`src/rtl/pipelined_control.sv`:
```
// RV32I decode plus ID/EX, EX/MEM, MEM/WB control pipeline with hazard and forwarding logic.
// Optional macro CTRL_FORWARD_EN enables EX operand forwarding; without it RAW hazards stall instead.
module pipelined_control #(
  parameter int XLEN       = 32,
  parameter int REG_ADDR_W = 5,
  parameter int ALUCTRL_W  = 4
) (
  input  logic                  clk,
  input  logic                  rst_n,
  input  logic                  instr_valid,
  input  logic [31:0]           instruction,
  input  logic                  stall_ext,
  input  logic                  flush,
  output logic                  id_stall,
  output logic                  id_illegal,
  output logic                  ex_valid,
  output logic [ALUCTRL_W-1:0]  ex_AluCtrl,
  output logic                  ex_AluSrc,
  output logic [XLEN-1:0]       ex_imm,
  output logic [REG_ADDR_W-1:0] ex_rs1,
  output logic [REG_ADDR_W-1:0] ex_rs2,
  output logic [REG_ADDR_W-1:0] ex_rd,
  output logic                  ex_branch,
  output logic                  ex_jal,
  output logic                  ex_jalr,
  output logic                  ex_auipc,
  output logic                  ex_lui,
  output logic [1:0]            fwd_a,
  output logic [1:0]            fwd_b,
  output logic                  mem_valid,
  output logic                  mem_MemRead,
  output logic                  mem_MemWrite,
  output logic                  mem_RegWrite,
  output logic [REG_ADDR_W-1:0] mem_rd,
  output logic                  wb_valid,
  output logic                  wb_RegWrite,
  output logic [REG_ADDR_W-1:0] wb_rd,
  output logic [1:0]            wb_ResultSrc
);

  typedef enum logic [6:0] {
    OP_R      = 7'b0110011,
    OP_I      = 7'b0010011,
    OP_LOAD   = 7'b0000011,
    OP_STORE  = 7'b0100011,
    OP_BRANCH = 7'b1100011,
    OP_JAL    = 7'b1101111,
    OP_JALR   = 7'b1100111,
    OP_LUI    = 7'b0110111,
    OP_AUIPC  = 7'b0010111
  } opcode_e;

  typedef struct packed {
    logic                  valid;
    logic [ALUCTRL_W-1:0]  alu_ctrl;
    logic                  alu_src;
    logic [XLEN-1:0]       imm;
    logic [REG_ADDR_W-1:0] rs1;
    logic [REG_ADDR_W-1:0] rs2;
    logic [REG_ADDR_W-1:0] rd;
    logic                  branch;
    logic                  jal;
    logic                  jalr;
    logic                  auipc;
    logic                  lui;
    logic                  mem_read;
    logic                  mem_write;
    logic                  reg_write;
    logic [1:0]            result_src;
  } idex_t;

  typedef struct packed {
    logic                  valid;
    logic                  mem_read;
    logic                  mem_write;
    logic                  reg_write;
    logic [REG_ADDR_W-1:0] rd;
    logic [1:0]            result_src;
  } exmem_t;

  typedef struct packed {
    logic                  valid;
    logic                  reg_write;
    logic [REG_ADDR_W-1:0] rd;
    logic [1:0]            result_src;
  } memwb_t;

  idex_t  ex_q,  ex_d;
  exmem_t mem_q, mem_d;
  memwb_t wb_q,  wb_d;
  idex_t  dec;

  logic is_r, is_i, is_load, is_store, is_branch, is_jal, is_jalr, is_lui, is_auipc;
  logic known;
  logic [2:0]  f3;
  logic        alt;
  logic [31:0] imm32;
  logic        load_use, raw_hazard, hazard;

  assign f3 = instruction[14:12];

  always_comb begin
    {is_r, is_i, is_load, is_store, is_branch, is_jal, is_jalr, is_lui, is_auipc} = '0;
    case (instruction[6:0])
      OP_R:      is_r      = 1'b1;
      OP_I:      is_i      = 1'b1;
      OP_LOAD:   is_load   = 1'b1;
      OP_STORE:  is_store  = 1'b1;
      OP_BRANCH: is_branch = 1'b1;
      OP_JAL:    is_jal    = 1'b1;
      OP_JALR:   is_jalr   = 1'b1;
      OP_LUI:    is_lui    = 1'b1;
      OP_AUIPC:  is_auipc  = 1'b1;
      default:   ;
    endcase
  end

  assign known = is_r | is_i | is_load | is_store | is_branch | is_jal | is_jalr | is_lui | is_auipc;

  // alt is the SUB/SRA selector bit of funct7 (instruction bit 30)
  assign alt = (is_r | (is_i & ((f3 == 3'b001) | (f3 == 3'b101)))) & instruction[30];

  always_comb begin
    if (is_store)
      imm32 = {{20{instruction[31]}}, instruction[31:25], instruction[11:7]};
    else if (is_branch)
      imm32 = {{19{instruction[31]}}, instruction[31], instruction[7],
               instruction[30:25], instruction[11:8], 1'b0};
    else if (is_lui | is_auipc)
      imm32 = {instruction[31:12], 12'b0};
    else if (is_jal)
      imm32 = {{11{instruction[31]}}, instruction[31], instruction[19:12],
               instruction[20], instruction[30:21], 1'b0};
    else
      imm32 = {{20{instruction[31]}}, instruction[31:20]};
  end

  always_comb begin
    dec            = '0;
    dec.valid      = 1'b1;
    dec.alu_ctrl   = (is_r | is_i | is_branch) ? ALUCTRL_W'({alt, f3}) : '0;
    dec.alu_src    = is_i | is_load | is_store | is_jalr | is_lui | is_auipc;
    dec.imm        = XLEN'($signed(imm32));
    // unused source fields are zeroed so they never match a producer
    dec.rs1        = (is_lui | is_auipc | is_jal) ? '0 : REG_ADDR_W'(instruction[19:15]);
    dec.rs2        = (is_r | is_store | is_branch) ? REG_ADDR_W'(instruction[24:20]) : '0;
    dec.rd         = REG_ADDR_W'(instruction[11:7]);
    dec.branch     = is_branch;
    dec.jal        = is_jal;
    dec.jalr       = is_jalr;
    dec.auipc      = is_auipc;
    dec.lui        = is_lui;
    dec.mem_read   = is_load;
    dec.mem_write  = is_store;
    dec.reg_write  = ~(is_store | is_branch) & (instruction[11:7] != 5'd0);
    dec.result_src = is_load ? 2'b01 : ((is_jal | is_jalr) ? 2'b10 : 2'b00);
    if (!(instr_valid & known))
      dec = '0;
  end

  assign load_use = ex_q.valid & ex_q.mem_read & (ex_q.rd != '0) &
                    (((dec.rs1 != '0) & (dec.rs1 == ex_q.rd)) |
                     ((dec.rs2 != '0) & (dec.rs2 == ex_q.rd)));

`ifdef CTRL_FORWARD_EN
  function automatic logic [1:0] fwd_sel(input logic [REG_ADDR_W-1:0] rs,
                                         input exmem_t m, input memwb_t w);
    if (m.valid & m.reg_write & (m.rd != '0) & (m.rd == rs))
      return 2'b10;
    else if (w.valid & w.reg_write & (w.rd != '0) & (w.rd == rs))
      return 2'b01;
    else
      return 2'b00;
  endfunction

  assign raw_hazard = 1'b0;
  assign fwd_a      = fwd_sel(ex_q.rs1, mem_q, wb_q);
  assign fwd_b      = fwd_sel(ex_q.rs2, mem_q, wb_q);
`else
  // Without forwarding, hold ID until every producer of a used source has reached WB
  function automatic logic src_hit(input logic [REG_ADDR_W-1:0] rs, input idex_t e,
                                   input exmem_t m);
    return (rs != '0) &
           ((e.valid & e.reg_write & (e.rd == rs)) | (m.valid & m.reg_write & (m.rd == rs)));
  endfunction

  assign raw_hazard = src_hit(dec.rs1, ex_q, mem_q) | src_hit(dec.rs2, ex_q, mem_q);
  assign fwd_a      = 2'b00;
  assign fwd_b      = 2'b00;
`endif

  assign hazard     = load_use | raw_hazard;
  assign id_stall   = rst_n & (stall_ext | (~flush & hazard));
  assign id_illegal = rst_n & instr_valid & ~known;

  always_comb begin
    ex_d           = (flush | hazard) ? '0 : dec;
    mem_d          = '0;
    mem_d.valid      = ex_q.valid;
    mem_d.mem_read   = ex_q.mem_read;
    mem_d.mem_write  = ex_q.mem_write;
    mem_d.reg_write  = ex_q.reg_write;
    mem_d.rd         = ex_q.rd;
    mem_d.result_src = ex_q.result_src;
    wb_d           = '0;
    wb_d.valid       = mem_q.valid;
    wb_d.reg_write   = mem_q.reg_write;
    wb_d.rd          = mem_q.rd;
    wb_d.result_src  = mem_q.result_src;
  end

  always_ff @(posedge clk or negedge rst_n) begin
    if (!rst_n) begin
      ex_q  <= '0;
      mem_q <= '0;
      wb_q  <= '0;
    end else if (!stall_ext) begin
      ex_q  <= ex_d;
      mem_q <= mem_d;
      wb_q  <= wb_d;
    end
  end

  assign ex_valid     = ex_q.valid;
  assign ex_AluCtrl   = ex_q.alu_ctrl;
  assign ex_AluSrc    = ex_q.alu_src;
  assign ex_imm       = ex_q.imm;
  assign ex_rs1       = ex_q.rs1;
  assign ex_rs2       = ex_q.rs2;
  assign ex_rd        = ex_q.rd;
  assign ex_branch    = ex_q.branch;
  assign ex_jal       = ex_q.jal;
  assign ex_jalr      = ex_q.jalr;
  assign ex_auipc     = ex_q.auipc;
  assign ex_lui       = ex_q.lui;
  assign mem_valid    = mem_q.valid;
  assign mem_MemRead  = mem_q.mem_read;
  assign mem_MemWrite = mem_q.mem_write;
  assign mem_RegWrite = mem_q.reg_write;
  assign mem_rd       = mem_q.rd;
  assign wb_valid     = wb_q.valid;
  assign wb_RegWrite  = wb_q.reg_write;
  assign wb_rd        = wb_q.rd;
  assign wb_ResultSrc = wb_q.result_src;

endmodule

```
`config.mk`:
```
export PLATFORM = sky130hd
export DESIGN_NAME = pipelined_control
export DESIGN_NICKNAME = d
export VERILOG_FILES = /design/src/rtl/pipelined_control.sv
export SDC_FILE = /design/constraint.sdc
export NUM_CORES = 1
export LEC_CHECK = 0
export ABC_AREA = 1
export BUFFER_PORTS_ARGS = -buffer_cell sky130_fd_sc_hd__buf_2
export CAP_MARGIN = 20
export CORE_ASPECT_RATIO = 0.7
export CORE_MARGIN = 2
export CORE_UTILIZATION = 35
export CTS_CLUSTER_SIZE = 20
export DETAILED_ROUTE_END_ITERATION = 8
export SLEW_MARGIN = 20
export SYNTH_ARGS = -nofsm -noshare
export SYNTH_HDL_FRONTEND = slang
export SYNTH_SLANG_ARGS = --single-unit
```
`constraint.sdc`:
```
create_clock -name clk -period 2.7 [get_ports clk]
set_input_delay 0.405 -clock clk [delete_from_list [all_inputs] [get_ports clk]]
set_output_delay 0.405 -clock clk [all_outputs]
set_load 0.005 [all_outputs]
```
# Word level (Yosys, flattened, before mapping)

Cells that the tools add are included.
Widths: inputs -> output; s select.

Flip-flop bits (word level): 83
Bits of input ports: 37
Output and inout bits: 82
Logic and storage cells: 120

Equal/unequal tests: 17
Muxes and demuxes: 20
Bitwise logic cells: 53
Reductions and logical operators: 4

Operators by type and width:

| cell               | number |
|---|---|
| $mux 63            | 2 |
| $mux 31            | 3 |
| $eq 5x5->1         | 6 |
| $or 1x1->1         | 29 |
| $and 1x1->1        | 21 |
| $eq 7x6->1 const B | 3 |
| $eq 7x7->1 const B | 3 |
| $mux 20            | 1 |
| $reduce_bool 5->1  | 4 |
| $eq 7x5->1 const B | 2 |
| $mux 5             | 2 |
| $mux 1             | 9 |
| $eq 7x2->1 const B | 1 |
| $mux 2             | 2 |
| $mux 4             | 1 |
| $eq 3x1->1 const B | 1 |
| $eq 3x3->1 const B | 1 |
| $not 1->1          | 3 |

# Depth between registers and ports, before layout

Depth after elaboration: 21
Depth in mapped cells: 22
Depth with buffers taken out: 20

# Worst setup path after synthesis

OpenSTA, ideal clock, no wires.

Path kind: input-to-output
Start point: input port instruction[2]
End point: output port id_stall
Arrival: 1921 ps
Data required time: 2295 ps
Setup slack: 374 ps
Cell stages on the path: 17
Buffers on the path: 0
Cells stage by stage: nor2_1 > inv_2 > nor2_2 > o21ai_1 > nor2_1 > nand3_2 > nand2_1 > nand2_1 > inv_2 > nand2_1 > nor2_1 > nand2_1 > nand2_1 > nand2_1 > nand2_2 > nand2_1 > a21oi_1

Cells in the longest elaborated chain, start to end: 21
Elaborated cells between the ends (all ways): 59
Classes of those cells: eq/ne: 15; mux: 12; bitwise: 30; reduce/logical: 2

Ends and longest elaborated chain:

| element                                  | RTL line      | text |
|---|---|---|
| from (decl)                              | 11            | `input logic [31:0] instruction,` |
| $eq 7x6->1 or $eq 7x5->1 (tied branches) | 104           | `case (instruction[6:0])` |
| $mux 1                                   | 104           |  |
| $or 1x1->1 (8 in a row)                  | 118           | `assign known = is_r \| is_i \| is_load \| is_store \| is_branch \| is_jal \| is_jalr \| is_lui \| is_auipc;` |
| $and 1x1->1                              | 157           | `if (!(instr_valid & known))` |
| $mux 63 *                                | 157           |  |
| $eq 5x5->1 (on tied branches)            | 162, 184, 163 |  |
| $and 1x1->1                              | 184           | `((e.valid & e.reg_write & (e.rd == rs)) \| (m.valid & m.reg_write & (m.rd == rs)));` |
| $or 1x1->1                               | 184           |  |
| $and 1x1->1                              | 183           | `return (rs != '0) &` |
| $or 1x1->1                               | 187           | `assign raw_hazard = src_hit(dec.rs1, ex_q, mem_q) \| src_hit(dec.rs2, ex_q, mem_q);` |
| $or 1x1->1 *                             | 192           | `assign hazard = load_use \| raw_hazard;` |
| $and 1x1->1 *                            | 193           | `assign id_stall = rst_n & (stall_ext \| (~flush & hazard));` |
| $or 1x1->1 *                             | 193           |  |
| $and 1x1->1 *                            | 193           |  |
| to (decl)                                | 14            | `output logic id_stall,` |

Mark *: on every way between the ends. The rest lies on a longest branch, timed or not.

# Worst setup path after layout

Start point: input port instruction[5]
End point: output port id_stall

The elaborated chain is that of the path after synthesis.

==> summary.md <==
| Metric | Value |
|---|---|
| Starting Density | 35.8% |
| Wire length of the first global-routing pass | 22500 um |
| Start point of the critical path | instruction[5] |
| Count of cell types in the netlist | 33 |
| Startpoint of the lowest-slack hold path | instruction[31] |
| Number of remaining DRC errors | 0 |
| Row Count | 36 |
| Ratio of routed vias to standard cells | 4.63 |
| Biggest cell delay along the critical path | 150 ps |
| Flops & latches, synth | 81 |
| RSZ-0062 raised after global routing | yes |
| Clock tree from TritonCTS | yes |
| Largest clock skew in the final design | 4.84 ps |
| Boundary Pins | 119 |
| Maximum net fanout on the critical path | 5 |
| Crit-path leading delay family | simple AND/OR/NAND/NOR gates |
| Worst EP arrival | 2250 ps |
| Count of buffering cells on the critical path with inverters included | 5 |
| Status | completed |
| Routed via count | 4366 |
| Endpoints failing hold | 0 |
| GRT Util Overall | 18.6% |
| Port buffer count | 114 |
| Antenna diodes | 0 |
| Static leakage | 3.46 nW |
| Clk root buf | clkbuf_16 |
| Dpl hpwl | 10300 um |
| Cell repeated most along the worst path | nand2_1 |
| Fraction of power consumed by the clock network | 45.1% |
| Core Util, Final | 43.7% |
| Worst Hold Class | in2reg |
| Iteration count of the initial detailed-routing pass | 5 |
| Violation count after the first detailed-routing iteration | 298 |
| Floorplan die width | 147 um |
| Launch point of the worst reg-to-reg path | mem_rd[1] |
| Die height | 104 um |
| Average routed wire per standard cell | 14.9 um |
| Slew HR | 39.2% |
| Number of instances in the synthesized netlist | 662 |
| Fin. max-slew vios | 0 |
| Crit path time final | 2650 ps |
| Max VDD drop | 257 uV |
| Overall die area | 0.0152 mm2 |
| Setup total negative slack | 0 ps |
| Sort of element at the end of the critical path | primary output |
| Chain of cells forming the critical path | buf_2, inv_2, nor2_4, nand2_2, nor2_4, nor2_4, nand2_4, buf_6, nand3_2, nand2_1, nand2_1, clkinv_1, nand2_1, nor2_1, nand2_1, nand2_1, nand2_1, nand2_2, nand2_1, a21oi_2, buf_2 |
| MaxCap Viol Count | 0 |
| Layout cells sized above 1 | 34.5% |
| Slowest CP cell | buf_2 |
| Primary FF master, synth | dfrtp_1 |
| Cell area power density | 451 mW/mm2 |
| Nets | 787 |
| Switching power as a share of total power | 24.3% |
| Maximum root-to-sink buffer count | 2 |
| Core Area | 0.0139 mm2 |
| Switching component of the power | 0.000669 W |
| Proportion of power drawn by combinational gates | 10.1% |
| Area share of the largest cell type after synthesis | 40.7% |
| Pin count of the biggest net entering global routing | 93 |
| Number of synthesized flops with an enable pin | 0 |
| Leftover overflow at the end of global routing | 0 |
| Synthesis Warnings | 0 |
| Post-Route WL | 14100 um |
| Vias in the first global route | 4120 |
| Clk sinks | 81 |
| Syn_area_per_cell | 7.53 um2 |
| Synth-to-layout area growth | 22.2% |
| Synth area leaders | dfrtp_1, nand2_1, buf_4 |
| Startpoint Class | input pin |
| Share of synthesized registers carrying an async set or reset | 100% |
| Register area share after synthesis | 40.7% |
| Upper clock frequency limit | 377 MHz |
| WS Path Type | in2out |
| Number of H-tree levels | 3 |
| Clk Latency, worst-skew pair | 340 ps |
| Number of buffers created by CTS | 9 |
| Sequential share of power | 44.8% |
| Gpl congestion | 0.884 |
| Largest area contributor in the synthesized netlist | dfrtp_1 |
| Number of nets with antenna violations after routing | 0 |
| Post-Synthesis Cell Area | 0.00498 mm2 |
| Critical path data required time | 2300 ps |
| # setup viols final | 0 |
| Power Internal | 0.00208 W |
| Worst-path clk slew | 60 ps |
| Transition time of the tightest slew-check pin | 913 ps |
| Number of antenna violations at the first check in global routing | 0 |
| Final period utilization | 98.2% |
==> final cells by class <==
type / instances / area [um2]
clock inverters: 3 / 40.0
repair buffers: 165 / 1060
flip-flops and latches: 81 / 2030
inverters: 73 / 287
well taps: 190 / 238
fillers: 1434 / 7830
clock buffers: 12 / 256
multi-input cells: 420 / 2180
==> worst reg2reg max path, cell delays in order (launching register included) <==
cell	delay, ps
dfrtp_1	430
inv_1	120
nand4_1	90
nand2_1	80
clkinv_1	60
nand2_1	90
nor2_1	60
nand2_1	60
nand2_1	60
nand2_1	70
nand2_2	60
buf_4	140
inv_4	140
buf_12	200
nand3_1	110
nand2_1	70
==> power groups by stage <==
stage / sequential (W) / clock (W) / combinational [W]
floorplan: 0.00125 / 0 / 0.000130
global placement: 0.00125 / 0 / 0.000248
detailed placement: 0.00125 / 0 / 0.000248
CTS: 0.00123 / 0.00127 / 0.000258
global route: 0.00123 / 0.00132 / 0.000306
finish: 0.00123 / 0.00124 / 0.000276
==> what timing repair did <==
| item | 4_1_cts | 5_1_grt |
|---|---|---|
| resized for setup | 10 | 34 |
| hold buffers | 1 | 0 |
| setup buffers | 5 | 2 |
| hold endpoints to repair | 12 | 0 |
| pin swaps | 3 | 9 |
| endpoints found under the setup margin | 1 | 1 |
==> final timing paths <==
check | to | slack (ps) | cells past startpoint
worst max-delay path | id_stall | 50 | 21
worst min-delay path | ex_imm[31] | 330 | 3
worst max register to register | ex_rs2[0] | 800 | 15
worst min register to register | wb_RegWrite | 470 | 2
max in group asynchronous | ex_imm[1] | 1130 | 3
min in group asynchronous | mem_MemWrite | 440 | 2
==> routing by layer <==
layer | global-route usage (%) | vias up | wire length (um)
li1 | - | 2185 | -
met1 | 29.6 | 2035 | 7490
met2 | 25.1 | 132 | 5620
met3 | 4.01 | 14 | 774
met4 | 4.58 | 0 | 182
met5 | 0 | - | 0
==> cells in the mapped netlist (4+ instances only) <==
cell type and number:
nand2_1 212, dfrtp_1 81, buf_4 60, inv_1 60
nand3_1 47, o21ai_0 39, nand3_2 38, nor2_1 38
clkbuf_1 16, nand4_1 12, buf_6 8, buf_2 7
inv_2 7, clkinv_1 4, nor2_2 4, xor2_1 4
==> flip-flops by register name, indices dropped and copies added (netlist names), 2 cells and up <==
register / cells
ex_imm: 32
ex_rd: 5
ex_rs1: 5
ex_rs2: 5
mem_rd: 5
wb_rd: 5
ex_AluCtrl: 4
ex_q: 4
mem_q: 2
wb_ResultSrc: 2
==> kinds of logic after synthesis <==
group	synth area share, %
flip-flops	40.7
other	0.0753
AO/OA/AOI/OAI	5.47
buffers and inverters	18.4
XOR/XNOR	0.703
AND/OR/NAND/NOR	34.7
==> stage by stage <==
step           area (um2)  total power (W)  hold slack (ps)  instances  worst slack [ps]
5_1_grt              6090          0.00286              340        944             -62.6
2_1_floorplan        4990          0.00138              109        665               374
4_1_cts              5950          0.00276              328        942              12.3
6_report             6090          0.00275              331        944              48.5
3_3_place_gp         5580          0.00150              260        921              -101
3_5_place_dp         5580          0.00150              262        921              -130
==> layout by cell type, fill, tap and decap left out, drive strengths merged, types with 2 or more instances in the layout <==
master and instances:
nand2 216, buf 163, nand3 85, dfrtp 81
inv 69, nor2 42, o21ai 40, clkbuf 13
nand4 12, clkinv 6, xor2 4, conb 4
a21oi 4, nor3 3, nor4 2
(Power assumes the default switching activity.)
